$ cat config.mk
export PLATFORM = sky130hd
export DESIGN_NAME = data_memory_controller
export DESIGN_NICKNAME = d
export VERILOG_FILES = /design/src/rtl/data_memory_controller_pkg.sv /design/src/rtl/data_memory_controller_aligner.sv /design/src/rtl/data_memory_controller.sv
export SDC_FILE = /design/constraint.sdc
export NUM_CORES = 1
export LEC_CHECK = 0
export ABC_AREA = 1
export CAP_MARGIN = 20
export CORE_UTILIZATION = 52
export CTS_CLUSTER_DIAMETER = 200
export DETAILED_ROUTE_END_ITERATION = 8
export HOLD_SLACK_MARGIN = 0.02
export PLACE_DENSITY = 0.81
export SYNTH_ARGS = -nofsm -noshare
export SYNTH_HDL_FRONTEND = slang
export SYNTH_SLANG_ARGS = --single-unit
$ cat constraint.sdc
create_clock -name clk -period 2.37 [get_ports clk]
set_input_delay 0.474 -clock clk [delete_from_list [all_inputs] [get_ports clk]]
set_output_delay 0.474 -clock clk [all_outputs]
set_load 0.02 [all_outputs]
$ cat src/rtl/data_memory_controller_pkg.sv
// Shared funct3 encodings, FSM state encoding and access-size decode for the
// data memory controller.
package data_memory_controller_pkg;

  localparam int unsigned XLEN = 32;

  // Load/store funct3 encodings
  localparam logic [2:0] LOAD_LB   = 3'b000;
  localparam logic [2:0] LOAD_LH   = 3'b001;
  localparam logic [2:0] LOAD_LW   = 3'b010;
  localparam logic [2:0] LOAD_LBU  = 3'b100;
  localparam logic [2:0] LOAD_LHU  = 3'b101;
  localparam logic [2:0] STORE_SB  = 3'b000;
  localparam logic [2:0] STORE_SH  = 3'b001;
  localparam logic [2:0] STORE_SW  = 3'b010;

  // Access sizes in bytes
  localparam logic [2:0] SIZE_B = 3'd1;
  localparam logic [2:0] SIZE_H = 3'd2;
  localparam logic [2:0] SIZE_W = 3'd4;

  typedef enum logic [1:0] {
    S_IDLE   = 2'd0,
    S_FIRST  = 2'd1,
    S_SECOND = 2'd2,
    S_DONE   = 2'd3
  } state_e;

  function automatic logic [2:0] f3_size(input logic [2:0] f3);
    case (f3[1:0])
      2'b00:   return SIZE_B;
      2'b01:   return SIZE_H;
      default: return SIZE_W;
    endcase
  endfunction

  function automatic logic f3_reserved(input logic is_write, input logic [2:0] f3);
    if (is_write) return !(f3 inside {STORE_SB, STORE_SH, STORE_SW});
    return !(f3 inside {LOAD_LB, LOAD_LH, LOAD_LW, LOAD_LBU, LOAD_LHU});
  endfunction

  function automatic logic [3:0] size_mask(input logic [2:0] size);
    case (size)
      SIZE_B:  return 4'b0001;
      SIZE_H:  return 4'b0011;
      default: return 4'b1111;
    endcase
  endfunction

  function automatic logic nat_misaligned(input logic [2:0] size, input logic [1:0] off);
    return ((size == SIZE_H) && off[0]) || ((size == SIZE_W) && (off != 2'd0));
  endfunction

  function automatic logic crosses_word(input logic [2:0] size, input logic [1:0] off);
    return (3'(off) + size) > 3'd4;
  endfunction

endpackage

$ cat src/rtl/data_memory_controller_aligner.sv
// memory_lane_aligner: combinational byte-lane placement for stores and
// extraction plus sign/zero extension for loads across a two-word window.
module memory_lane_aligner
  import data_memory_controller_pkg::*;
(
  input  logic [1:0]  offset,
  input  logic [2:0]  funct3,
  input  logic [31:0] store_data,
  input  logic [31:0] load_low,
  input  logic [31:0] load_high,
  output logic [7:0]  byte_mask,
  output logic [63:0] store_lanes,
  output logic [31:0] load_result
);

  logic [2:0]  size;
  logic [5:0]  shamt;
  logic [31:0] load_shifted;
  logic        sign_en;

  // Lane shift, mask generation and load extend
  always_comb begin
    size         = f3_size(funct3);
    shamt        = {1'b0, offset, 3'b000};
    sign_en      = ~funct3[2];
    byte_mask    = 8'(size_mask(size)) << offset;
    store_lanes  = 64'(store_data) << shamt;
    load_shifted = 32'({load_high, load_low} >> shamt);
    case (size)
      SIZE_B:  load_result = {{24{sign_en & load_shifted[7]}},  load_shifted[7:0]};
      SIZE_H:  load_result = {{16{sign_en & load_shifted[15]}}, load_shifted[15:0]};
      default: load_result = load_shifted;
    endcase
  end

endmodule

$ cat src/rtl/data_memory_controller.sv
// Load/store sequencer between core and data memory. Define
// MISALIGNED_SPLIT_EN to split word-crossing accesses into two transactions;
// without it, naturally misaligned accesses fault without touching memory.
module data_memory_controller
  import data_memory_controller_pkg::*;
(
  input  logic        clk,
  input  logic        reset_n,
  input  logic        memory_read,
  input  logic        memory_write,
  input  logic [2:0]  funct3,
  input  logic [31:0] address,
  input  logic [31:0] register_file_read_data,
  output logic        busy,
  output logic        done,
  output logic [31:0] register_file_write_data,
  output logic        misaligned_fault,
  output logic        dm_request,
  output logic        dm_write,
  output logic [31:0] dm_address,
  output logic [31:0] dm_write_data,
  output logic [3:0]  dm_write_mask,
  input  logic        dm_ready,
  input  logic [31:0] dm_read_data
);

  state_e      state_q, state_d;
  logic [2:0]  funct3_q, funct3_d;
  logic [31:0] address_q, address_d;
  logic [31:0] store_data_q, store_data_d;
  logic        is_write_q, is_write_d;
  logic        done_q, done_d;
  logic        fault_q, fault_d;
  logic [31:0] rf_data_q, rf_data_d;
  logic        dm_request_q, dm_request_d;
  logic        dm_write_q, dm_write_d;
  logic [31:0] dm_address_q, dm_address_d;
  logic [31:0] dm_write_data_q, dm_write_data_d;
  logic [3:0]  dm_write_mask_q, dm_write_mask_d;

  logic        req_c, wr_c, in_idle_c, sel_write_c, fault_c, complete_c;
  logic [2:0]  sel_funct3_c, size_c;
  logic [31:0] sel_address_c, sel_store_c, sel_low_c, base_c;
  logic [1:0]  off_c;
  logic [7:0]  byte_mask_c;
  logic [63:0] store_lanes_c;
  logic [31:0] load_result_c;

`ifdef MISALIGNED_SPLIT_EN
  logic [31:0] low_word_q, low_word_d;
  logic        crossing_c;
`else
  logic        unused_high_lanes_c;
`endif

  // Aligner sees the live request while idle and the latched one afterwards
  always_comb begin
    req_c         = memory_read | memory_write;
    wr_c          = memory_write & ~memory_read;
    in_idle_c     = (state_q == S_IDLE);
    sel_funct3_c  = in_idle_c ? funct3 : funct3_q;
    sel_address_c = in_idle_c ? address : address_q;
    sel_store_c   = in_idle_c ? register_file_read_data : store_data_q;
    sel_write_c   = in_idle_c ? wr_c : is_write_q;
    off_c         = sel_address_c[1:0];
    base_c        = {sel_address_c[31:2], 2'b00};
    size_c        = f3_size(sel_funct3_c);
`ifdef MISALIGNED_SPLIT_EN
    sel_low_c     = (state_q == S_SECOND) ? low_word_q : dm_read_data;
    crossing_c    = crosses_word(size_c, off_c);
    fault_c       = f3_reserved(sel_write_c, sel_funct3_c);
`else
    sel_low_c     = dm_read_data;
    fault_c       = f3_reserved(sel_write_c, sel_funct3_c) | nat_misaligned(size_c, off_c);
`endif
  end

`ifndef MISALIGNED_SPLIT_EN
  assign unused_high_lanes_c = ^{byte_mask_c[7:4], store_lanes_c[63:32]};
`endif

  memory_lane_aligner u_aligner (
    .offset      (off_c),
    .funct3      (sel_funct3_c),
    .store_data  (sel_store_c),
    .load_low    (sel_low_c),
    .load_high   (dm_read_data),
    .byte_mask   (byte_mask_c),
    .store_lanes (store_lanes_c),
    .load_result (load_result_c)
  );

  // Next-state, capture and registered-output logic
  always_comb begin
    state_d         = state_q;
    funct3_d        = funct3_q;
    address_d       = address_q;
    store_data_d    = store_data_q;
    is_write_d      = is_write_q;
    done_d          = 1'b0;
    fault_d         = fault_q;
    rf_data_d       = rf_data_q;
    dm_request_d    = dm_request_q;
    dm_write_d      = dm_write_q;
    dm_address_d    = dm_address_q;
    dm_write_data_d = dm_write_data_q;
    dm_write_mask_d = dm_write_mask_q;
    complete_c      = 1'b0;
`ifdef MISALIGNED_SPLIT_EN
    low_word_d      = low_word_q;
`endif

    case (state_q)
      S_IDLE: begin
        if (req_c) begin
          funct3_d     = funct3;
          address_d    = address;
          store_data_d = register_file_read_data;
          is_write_d   = wr_c;
          if (fault_c) begin
            state_d   = S_DONE;
            done_d    = 1'b1;
            fault_d   = 1'b1;
            rf_data_d = '0;
          end else begin
            state_d         = S_FIRST;
            dm_request_d    = 1'b1;
            dm_write_d      = wr_c;
            dm_address_d    = base_c;
            dm_write_data_d = wr_c ? store_lanes_c[31:0] : '0;
            dm_write_mask_d = wr_c ? byte_mask_c[3:0] : '0;
          end
        end
      end
      S_FIRST: begin
        if (dm_ready) begin
`ifdef MISALIGNED_SPLIT_EN
          low_word_d = dm_read_data;
          if (crossing_c) begin
            state_d         = S_SECOND;
            dm_address_d    = base_c + 32'd4;
            dm_write_data_d = is_write_q ? store_lanes_c[63:32] : '0;
            dm_write_mask_d = is_write_q ? byte_mask_c[7:4] : '0;
          end else begin
            complete_c = 1'b1;
          end
`else
          complete_c = 1'b1;
`endif
        end
      end
`ifdef MISALIGNED_SPLIT_EN
      S_SECOND: begin
        if (dm_ready) complete_c = 1'b1;
      end
`endif
      S_DONE:  state_d = S_IDLE;
      default: state_d = S_IDLE;
    endcase

    if (complete_c) begin
      state_d         = S_DONE;
      done_d          = 1'b1;
      fault_d         = 1'b0;
      rf_data_d       = is_write_q ? '0 : load_result_c;
      dm_request_d    = 1'b0;
      dm_write_d      = 1'b0;
      dm_address_d    = '0;
      dm_write_data_d = '0;
      dm_write_mask_d = '0;
    end
  end

  // State and output registers
  always_ff @(posedge clk or negedge reset_n) begin
    if (!reset_n) begin
      state_q         <= S_IDLE;
      funct3_q        <= '0;
      address_q       <= '0;
      store_data_q    <= '0;
      is_write_q      <= 1'b0;
      done_q          <= 1'b0;
      fault_q         <= 1'b0;
      rf_data_q       <= '0;
      dm_request_q    <= 1'b0;
      dm_write_q      <= 1'b0;
      dm_address_q    <= '0;
      dm_write_data_q <= '0;
      dm_write_mask_q <= '0;
`ifdef MISALIGNED_SPLIT_EN
      low_word_q      <= '0;
`endif
    end else begin
      state_q         <= state_d;
      funct3_q        <= funct3_d;
      address_q       <= address_d;
      store_data_q    <= store_data_d;
      is_write_q      <= is_write_d;
      done_q          <= done_d;
      fault_q         <= fault_d;
      rf_data_q       <= rf_data_d;
      dm_request_q    <= dm_request_d;
      dm_write_q      <= dm_write_d;
      dm_address_q    <= dm_address_d;
      dm_write_data_q <= dm_write_data_d;
      dm_write_mask_q <= dm_write_mask_d;
`ifdef MISALIGNED_SPLIT_EN
      low_word_q      <= low_word_d;
`endif
    end
  end

  // Stall is gated by reset so the core sees no stall while held in reset
  assign busy = reset_n & ((state_q == S_FIRST) | (state_q == S_SECOND) |
                           ((state_q == S_IDLE) & req_c));

  assign done                     = done_q;
  assign misaligned_fault         = fault_q;
  assign register_file_write_data = rf_data_q;
  assign dm_request               = dm_request_q;
  assign dm_write                 = dm_write_q;
  assign dm_address               = dm_address_q;
  assign dm_write_data            = dm_write_data_q;
  assign dm_write_mask            = dm_write_mask_q;

endmodule

==> qor.tcl, run 1 <==
set qor(distinct_cell_type_count_after_synthesis) 27
set qor(clkSinkCount) 172
set qor(finalSetupTns_ns) 0
set qor(chipWidth_um) 139
set qor(drtAntennaViolNets) 0
set qor(cts.htree.levels) 4
set qor(num_rows) 49
set qor(final_setup_slack_of_the_worst_path_ns) 0.137
set qor(first_global_vias) 9407
set qor(synth-warning-count) 0
set qor(finalInstanceArea_mm2) 0.0128
set qor(irDropWorstVdd_v) 0.000887
set qor(synth.cell_area_mm2) 0.00978
set qor(syn_inst) 1413
set qor(vias_per_cell) 5.49
set qor(worst-path-buf-inv) 3
set qor(criticalPathCategory) {reg -> out}
set qor(total_area_of_multi_input_combinational_cells_mm2) 0.00443
set qor(core_area_mm2) 0.0182
set qor(path_clk_slew_ns) 0.07
set qor(crit_slowest_cell) {dfrtp_1}
set qor(worstPathCellList) {inv_1 > ha_4 > inv_4 > nor2_4 > o21a_1 > clkdlybuf4s15_1}
set qor(drt-wirelength-per-cell_um) 16.5
set qor(static_leakage_nw) 6.85
set qor(clock_tree.buffer_depth) 2
set qor(hold_buffers) 0
set qor(place.port_buffers) 206
set qor(grt_setup_unrepaired) {no}
set qor(grt_overflow_total) 0
set qor(flow.area_growth_from_synthesis_pct) 30.8
set qor(route.vias.total) 10100
set qor(die_y_um) 139
set qor(arrival_ns) 1.76
set qor(synth.ff_latch_count) 172
set qor(fillers) 1550
set qor(type_of_destination_of_the_critical_path) {primary output}
set qor(violations) {design-rule violations}
set qor(drt_iter0_drc) 879
set qor(end_of_flow_core_utilization) 0.703
set qor(grt_first_pass_wirelength_um) 48900
set qor(finalHoldViolCount) 0
set qor(worstPathMaxFanout) 9
set qor(initial_core_util) 0.537
set qor(track_usage) 0.321
set qor(antenna_found_initial) 0
set qor(cts_tree) {built}
set qor(finalWirelength_um) 30400
set qor(synth.yosys.seq_area_share) 0.440
set qor(ff_latch_area_mm2) 0.00430
set qor(first_pass_iters) 9
set qor(root_buffer) {clkbuf_16}
set qor(ioPinCount) 209
set qor(drive_above_1_share) 0.0685
set qor(antenna_cells) 0
set qor(nets) 1699
set qor(crit_path_max_incr_delay_ns) 0.40
set qor(fmax_mhz) 448
set qor(cp.required_ns) 1.90
set qor(timing.hold.worst.class) {in -> async}
set qor(maxCapViolations) 0
set qor(timing.slew.headroom) 0.427
set qor(finalCriticalPeriod_ns) 2.23
set qor(cp_top_family) {buffers and inverters}
set qor(synth_area_per_cell_um2) 6.92
set qor(status) {complete, but fails checks}
set qor(cts_buffers) 17
set qor(gpl.final_weighted_congestion) 0.906
set qor(drc) 18
set qor(dpl-instance-area_mm2) 0.0122
set qor(detailed_place_hpwl_um) 21200
set qor(maxSlewViolCount) 0
set qor(crit_path_start_kind) {flip-flop}
set qor(power-per-cell-area_mw_per_mm2) 1480
set qor(preCtsSetupSlack_ns) -0.112
set qor(design.die.area_mm2) 0.0194
set qor(slew_of_the_pin_with_the_lowest_slew_margin_ns) 0.859
set qor(setup_violating_endpoint_count_in_the_final_report) 0
set qor(clk-insertion-delay-late_ns) 0.44
set qor(final.setup_skew_ns) 0.0107
set qor(period_share) 0.942
set qor(maximum_number_of_pins_on_one_net_before_global_route_repair) 88
-- worst paths after layout --
check                             start           endpoint  slack, ns  cells past startpoint
setup / recovery             state_q[0]               busy       0.14                      6
hold / removal                  reset_n         dm_request       0.21                      2
setup reg to reg             state_q[0]  dm_write_data[18]       0.16                     13
hold reg to reg            address_q[1]       address_q[1]       0.48                      2
max in group asynchronous       reset_n   dm_write_mask[1]       1.52                      2
min in group clk           address_q[1]       address_q[1]       0.48                      2
-- flip-flops by register name, indices dropped and copies added (netlist names) --
| name | cells |
|---|---|
| store_data_q | 32 |
| funct3_q | 3 |
| dm_address | 30 |
| is_write_q | 1 |
| dm_write_data | 32 |
| misaligned_fault | 1 |
| done | 1 |
| dm_write_mask | 4 |
| state_q | 2 |
| dm_write | 1 |
| dm_request | 1 |
| register_file_write_data | 32 |
| address_q | 32 |
-- stage by stage --
step | total power, mW | hold WS, ns | instances
floorplan | 12.0 | 0.178 | 1414
global placement | 15.8 | 0.456 | 1802
detailed placement | 16.0 | 0.466 | 1802
CTS | 18.8 | 0.227 | 1834
global route | 20.4 | 0.273 | 1835
finish | 19.0 | 0.208 | 1835
-- synthesized netlist by cell type --
cell type | n | area [um2]
o21ai_1 | 4 | 20.0
o21a_1 | 2 | 15.0
nor2_2 | 2 | 12.5
nand4_1 | 51 | 319
nor3_1 | 9 | 45.0
inv_1 | 157 | 589
nand3_4 | 3 | 52.6
nor2_1 | 12 | 45.0
conb_1 | 1 | 3.75
buf_4 | 6 | 45.0
nor2_4 | 1 | 11.3
dfrtp_1 | 172 | 4300
a21oi_1 | 5 | 25.0
clkbuf_1 | 37 | 139
o211ai_1 | 6 | 45.0
and2_1 | 2 | 12.5
buf_6 | 5 | 56.3
o21ai_0 | 108 | 541
ha_1 | 2 | 25.0
buf_2 | 48 | 240
nand2_1 | 551 | 2070
nand2_2 | 10 | 62.6
inv_4 | 1 | 6.26
buf_1 | 2 | 7.51
inv_2 | 3 | 11.3
nand3_1 | 212 | 1060
a21oi_4 | 1 | 16.3
-- cell usage in the layout (no fill, tap or decap), types with 3 or more instances in the layout --
master           synthesis  routed
a21oi_1                  5       5
buf_12                   0      12
buf_4                    6      39
clkbuf_16                0      17
clkdlybuf4s50_1          0     204
dfrtp_1                172     172
inv_1                  157     156
inv_2                    3       3
inv_6                    0       8
nand2_1                551     550
nand2_2                 10      10
nand3_1                212     211
nand3_4                  3       4
nand4_1                 51      51
nor2_1                  12      11
nor2_2                   2       3
nor3_1                   9       9
o211ai_1                 6       6
o21ai_0                108     108
o21ai_1                  4       4
-- worst reg2reg max path: stages (launching register included) --
cell	delay (ns)
dfrtp_1	0.37
inv_1	0.08
ha_4	0.19
inv_4	0.12
buf_4	0.24
nand2_1	0.10
nand2_2	0.13
buf_4	0.28
nand3_1	0.13
o211ai_1	0.14
nand2_1	0.16
inv_1	0.08
nand2_1	0.07
nand2_1	0.06
-- power by group --
group | switching (mW) | internal, mW | leakage, nW
registers | 0.602 | 4.11 | 2.23
logic | 7.38 | 4.16 | 4.35
clock network | 1.35 | 1.40 | 0.277
total | 9.33 | 9.67 | 6.85
-- cell type report --
type | instances | share of cell area
clock inverter | 14 | 0.0110
sequential | 172 | 0.336
tap | 229 | 0.0224
inverter | 161 | 0.0476
timing repair buffer | 257 | 0.203
multi-input combinational | 984 | 0.346
clock buffer | 18 | 0.0335
-- kinds of logic (layout without fill, tap and decap cells) --
family	count (synthesis)	count (layout)	share of synthesized area
AND/OR/NAND/NOR	853	854	0.377
buffers and inverters	259	450	0.112
flip-flops	172	172	0.440
AO/OA/AOI/OAI	126	126	0.0677
adder cells (fa/ha/maj)	2	2	0.00256
other	1	2	0.000383
-- per-layer routing --
metal / routed length [um] / GRT usage
met1: 13000 / 0.439
met2: 13900 / 0.502
met3: 2800 / 0.0805
met4: 653 / 0.102
met5: 0 / 0
-- what timing repair did --
item,4_1_cts,5_1_grt
setup endpoints to repair,1,8
buffers inserted,0,0
pin swaps,0,1
gates resized for setup,1,6
gates cloned,0,1
Power figures use the tool's default switching activity.
==> run 2, diff against run 1 <==
- PLACE_DENSITY: 0.81 -> 0.87
==> run 2 against run 1 <==
  * The flow still finishes with violations (design-rule violations)
  * Clock skew is 0.0012 ns lower
  * Power hardly changed
  * Core utilization hardly changed
  * Die area stayed put
  * Worst setup slack worse by 0.056 ns
  * Cell count is 0.22% lower
  * Cell area hardly changed
  * Via count is 0.23% lower
  * Register-to-register slack worse by 0.04 ns
==> qor.tcl, run 2 (synthesis gave the netlist of run 1 again) <==
set qor(period_share) 0.966
set qor(drt-wirelength-per-cell_um) 16.3
set qor(first_global_vias) 9257
set qor(layout.cells.most_common) {nand2_1}
set qor(slew_of_the_pin_with_the_lowest_slew_margin_ns) 0.871
set qor(clock_tree.buffer_depth) 2
set qor(drc) 19
set qor(nets) 1695
set qor(finalWirelength_um) 29800
set qor(fmax_mhz) 437
set qor(ioPinCount) 209
set qor(detailed_place_hpwl_um) 20800
set qor(root_buffer) {clkbuf_16}
set qor(seqPwrFrac) 0.249
set qor(maximum_number_of_pins_on_one_net_before_global_route_repair) 163
set qor(worst_r2r_path_depth) 11
set qor(net_sw_power_mw) 9.27
set qor(worstPathMaxFanout) 2
set qor(num_rows) 49
set qor(maxCapViolations) 0
set qor(final.setup_skew_ns) 0.00947
set qor(chipWidth_um) 139
set qor(antenna_cells) 0
set qor(layout_common_cells) {nand2_1 (550), nand3_1 (212), clkdlybuf4s50_1 (204)}
set qor(arrival_ns) 1.81
set qor(cts_tree) {built}
set qor(antenna_found_initial) 0
set qor(crit_path_start_kind) {input pin}
set qor(status) {complete, but fails checks}
set qor(gpl.final_weighted_congestion) 0.935
set qor(dpl-instance-area_mm2) 0.0122
set qor(finalHoldViolCount) 0
set qor(power-per-cell-area_mw_per_mm2) 1490
set qor(irDropWorstVdd_v) 0.00105
set qor(grt_setup_unrepaired) {no}
set qor(type_of_destination_of_the_critical_path) {primary output}
set qor(timing.hold.worst.class) {in -> async}
set qor(hold-worst-slack_ns) 0.420
set qor(setup_violating_endpoint_count_in_the_final_report) 0
set qor(path_clk_slew_ns) 0.08
set qor(finalInstanceArea_mm2) 0.0128
set qor(clkSinkCount) 172
set qor(first_pass_iters) 9
set qor(cts_buffers) 17
set qor(cts.htree.levels) 4
set qor(route.vias.total) 10100
set qor(power_frac_comb) 0.596
set qor(design.die.area_mm2) 0.0194
set qor(fillers) 1464
set qor(cp.required_ns) 1.90
set qor(power.share.clock) 0.154
set qor(criticalPathCategory) {in -> out}
set qor(grt_first_pass_wirelength_um) 47900
set qor(core_area_mm2) 0.0182
set qor(p_int_mw) 9.74
set qor(drt_iter0_drc) 1133
set qor(die_y_um) 139
set qor(finalCriticalPeriod_ns) 2.29
set qor(timing.slew.headroom) 0.419
set qor(track_usage) 0.311
set qor(place.port_buffers) 206
set qor(grt_overflow_total) 0
set qor(initial_core_util) 0.537
set qor(static_leakage_nw) 6.86
set qor(violations) {design-rule violations}
set qor(switching_share) 0.488
set qor(drive_above_1_share) 0.0655
set qor(maxSlewViolCount) 0
set qor(clk-insertion-delay-late_ns) 0.44
set qor(vias_per_cell) 5.49
set qor(flow.area_growth_from_synthesis_pct) 30.8
set qor(drtAntennaViolNets) 0
-- run 2: worst paths after layout --
check | from | endpoint | slack (ns)
max | memory_read | busy | 0.08
max in group asynchronous | reset_n | dm_address[6] | 0.85
min reg2reg | funct3_q[2] | funct3_q[2] | 0.48
min in group clk | funct3_q[2] | funct3_q[2] | 0.48
min | reset_n | register_file_write_data[3] | 0.42
max reg2reg | state_q[0] | register_file_write_data[31] | 0.12
-- run 2: cell type report --
cell class / instances / area, um2 / share of cell area
Multi-Input combinational cell: 983 / 4400 / 0.344
Sequential cell: 172 / 4300 / 0.337
Timing Repair Buffer: 254 / 2570 / 0.201
Inverter: 161 / 607 / 0.0475
Clock buffer: 17 / 425 / 0.0333
Tap cell: 229 / 287 / 0.0224
Clock inverter: 15 / 193 / 0.0151
-- run 2: through the flow --
stage           util  total power, mW  instances  setup WS, ns  setup TNS, ns
2_1_floorplan      -             12.0       1414         0.381              0
4_1_cts        0.702             18.9       1831        0.0848              0
3_5_place_dp   0.668             15.9       1798        -0.151          -1.21
3_3_place_gp   0.668             15.7       1798        -0.131         -0.245
5_1_grt        0.702             20.4       1831        0.0229              0
6_report       0.702             19.0       1831        0.0816              0
-- run 2: power by group through the flow --
stage	registers, mW	clock network [mW]	logic [mW]
6_report	4.74	2.93	11.3
5_1_grt	4.85	3.06	12.5
4_1_cts	4.73	2.97	11.2
3_5_place_dp	4.77	0	11.2
3_3_place_gp	4.73	0	10.9
2_1_floorplan	5.30	0	6.67
-- run 2: layer usage --
layer | wire length [um] | part of all wire | vias up | track usage
li1 | - | - | 4821 | -
met5 | 0 | 0 | - | 0
met1 | 12800 | 0.43 | 4698 | 0.438
met4 | 778 | 0.026 | 0 | 0.102
met3 | 2340 | 0.078 | 59 | 0.0473
met2 | 13900 | 0.47 | 481 | 0.492
-- run 2: repair_timing --
item | CTS | global route
hold endpoints to repair | 10 | 0
resized for setup | 1 | 0
hold buffers | 1 | 0
endpoints found under the setup margin | 1 | 0
buffers inserted | 0 | 0
-- run 2: critical path, stage by stage --
cell	delay, ns
clkdlybuf4s50_1	0.43
nor2_1	0.20
buf_4	0.17
nor2_4	0.03
o21a_1	0.16
dlygate4sd2_1	0.35
==> edit: new RTL, flow settings as in run 1 <==
`address_q`, `store_data_q`, `rf_data_q`, `dm_address_q` and `dm_write_data_q` no longer have a reset.
--- a/src/rtl/data_memory_controller.sv
+++ b/src/rtl/data_memory_controller.sv
@@ -176,16 +176,11 @@
     if (!reset_n) begin
       state_q         <= S_IDLE;
       funct3_q        <= '0;
-      address_q       <= '0;
-      store_data_q    <= '0;
       is_write_q      <= 1'b0;
       done_q          <= 1'b0;
       fault_q         <= 1'b0;
-      rf_data_q       <= '0;
       dm_request_q    <= 1'b0;
       dm_write_q      <= 1'b0;
-      dm_address_q    <= '0;
-      dm_write_data_q <= '0;
       dm_write_mask_q <= '0;
 `ifdef MISALIGNED_SPLIT_EN
       low_word_q      <= '0;
@@ -193,21 +188,24 @@
     end else begin
       state_q         <= state_d;
       funct3_q        <= funct3_d;
-      address_q       <= address_d;
-      store_data_q    <= store_data_d;
       is_write_q      <= is_write_d;
       done_q          <= done_d;
       fault_q         <= fault_d;
-      rf_data_q       <= rf_data_d;
       dm_request_q    <= dm_request_d;
       dm_write_q      <= dm_write_d;
-      dm_address_q    <= dm_address_d;
-      dm_write_data_q <= dm_write_data_d;
       dm_write_mask_q <= dm_write_mask_d;
 `ifdef MISALIGNED_SPLIT_EN
       low_word_q      <= low_word_d;
 `endif
     end
+  end
+
+  always_ff @(posedge clk) begin
+    address_q       <= address_d;
+    store_data_q    <= store_data_d;
+    rf_data_q       <= rf_data_d;
+    dm_address_q    <= dm_address_d;
+    dm_write_data_q <= dm_write_data_d;
   end
 
   // Stall is gated by reset so the core sees no stall while held in reset
Function: changed (a bounded check fails within 4 cycles, from zero or initial values and one cycle with reset_n low).
==> edit against run 1 <==
- non-clock buffer count decreased by 12
- sequential share of layout area increased by 5.7 points
- maximum frequency decreased by 1.6%
- design area shrank 11%
- count of clock-buffer cells in the layout unchanged
- area after synthesis down 14%
- sequential cell count stayed put
- clock skew barely moved
- worst setup slack got worse by 0.037 ns
- power down 10%
- routed wire length decreased by 21%
- largest cell class is now registers
- largest power group unchanged
==> edit: results (changes against run 1) <==
.. list-table::
   :header-rows: 1

   * - Metric
     - Value
   * - Final WL
     - 23840 um (was 30370 um)
   * - Global routing usage summed across all routing layers
     - 28.73% (was 32.13%)
   * - CP Max Fanout
     - 12 (was 9)
   * - Worst r2r path cells
     - 12 (was 13)
   * - End of the worst register-to-register path
     - register_file_write_data[4] (was dm_write_data[18])
   * - Crit path arrival time
     - 1.80 ns (was 1.76 ns)
   * - Met3 global-route usage
     - 6.978% (was 8.046%)
   * - Status
     - completed (was finished with violations)
   * - Placer Congestion
     - 0.8894 (was 0.9058)
   * - Met2 track demand over resource in global routing
     - 45.41% (was 50.24%)
   * - Sequential group power
     - 4.90 mW (was 4.71 mW)
   * - Power in the clock group
     - 2.66 mW (was 2.75 mW)
   * - Hold_ws
     - 0.4360 ns (was 0.2081 ns)
   * - Worst slew pin tran
     - 0.6167 ns (was 0.8593 ns)
   * - Async S/R FF share, synth
     - 8.140% (was 100.0%)
   * - Worst slack at placement
     - -0.1963 ns (was -0.1122 ns)
   * - Post-synth EDFFs
     - 96 (was 0)
   * - Router iterations before antenna repair
     - 5 (was 9)
   * - Count of placed standard cells including taps
     - 1436 (was 1802)
   * - Maximum number of pins on one net before global-route repair
     - 73 (was 88)
   * - Max rail drop VDD
     - 0.9778 mV (was 0.8866 mV)
   * - Leak
     - 4.942 nW (was 6.852 nW)
   * - Fraction of power spent switching nets
     - 44.51% (was 49.12%)
   * - Vias in the first global route
     - 7296 (was 9407)
   * - First-pass GRT wire length
     - 36780 um (was 48870 um)
   * - Post-Layout Cell Count
     - 1468 (was 1835)
   * - DR iter-0 viols
     - 851 (was 879)
   * - Post-detailed-placement half-perimeter wirelength
     - 16400 um (was 21220 um)
   * - Cell types occupying the most area after synthesis
     - edfxtp_1 34%, nand2_1 17%, dfxtp_1 15% (was dfrtp_1 44%, nand2_1 21%, nand3_1 11%)
   * - Via-to-Cell Ratio
     - 5.441 (was 5.494)
   * - Share of post-route cells with drive strength above 1
     - 7.668% (was 6.849%)
==> edit: area by class of cell <==
type | instances | area [um2]
Multi-Input combinational cell | 736 | 3321
Clock buffer | 18 | 439.2
Sequential cell | 172 | 4474
Clock inverter | 14 | 121.4
Tap cell | 216 | 270.3
Fill cell | 1205 | 4464
Timing Repair Buffer | 245 | 2484
Inverter | 67 | 254.0
==> edit: repair_timing <==
| action | 4_1_cts | 5_1_grt |
|---|---|---|
| gates resized for setup | 1 | 5 |
| pin swaps | 0 | 0 |
| endpoints found under the setup margin | 1 | 21 |
==> edit: cells by family after synthesis <==
family,after synthesis,share of synthesized area [%]
adders and majority gates,2,0.2980
DFF,172,53.29
and+or+nand+nor,609,31.29
buffers and inverters,137,7.421
AOI/OAI and AO/OA,123,7.659
other,1,0.04466
==> edit: worst max-delay path, stage by stage (launching register included) <==
cell and delay [ns]:
dfrtp_1 0.38, inv_1 0.08, ha_2 0.25, inv_4 0.10
nor2_4 0.11, o21a_1 0.11, clkdlybuf4s15_1 0.32
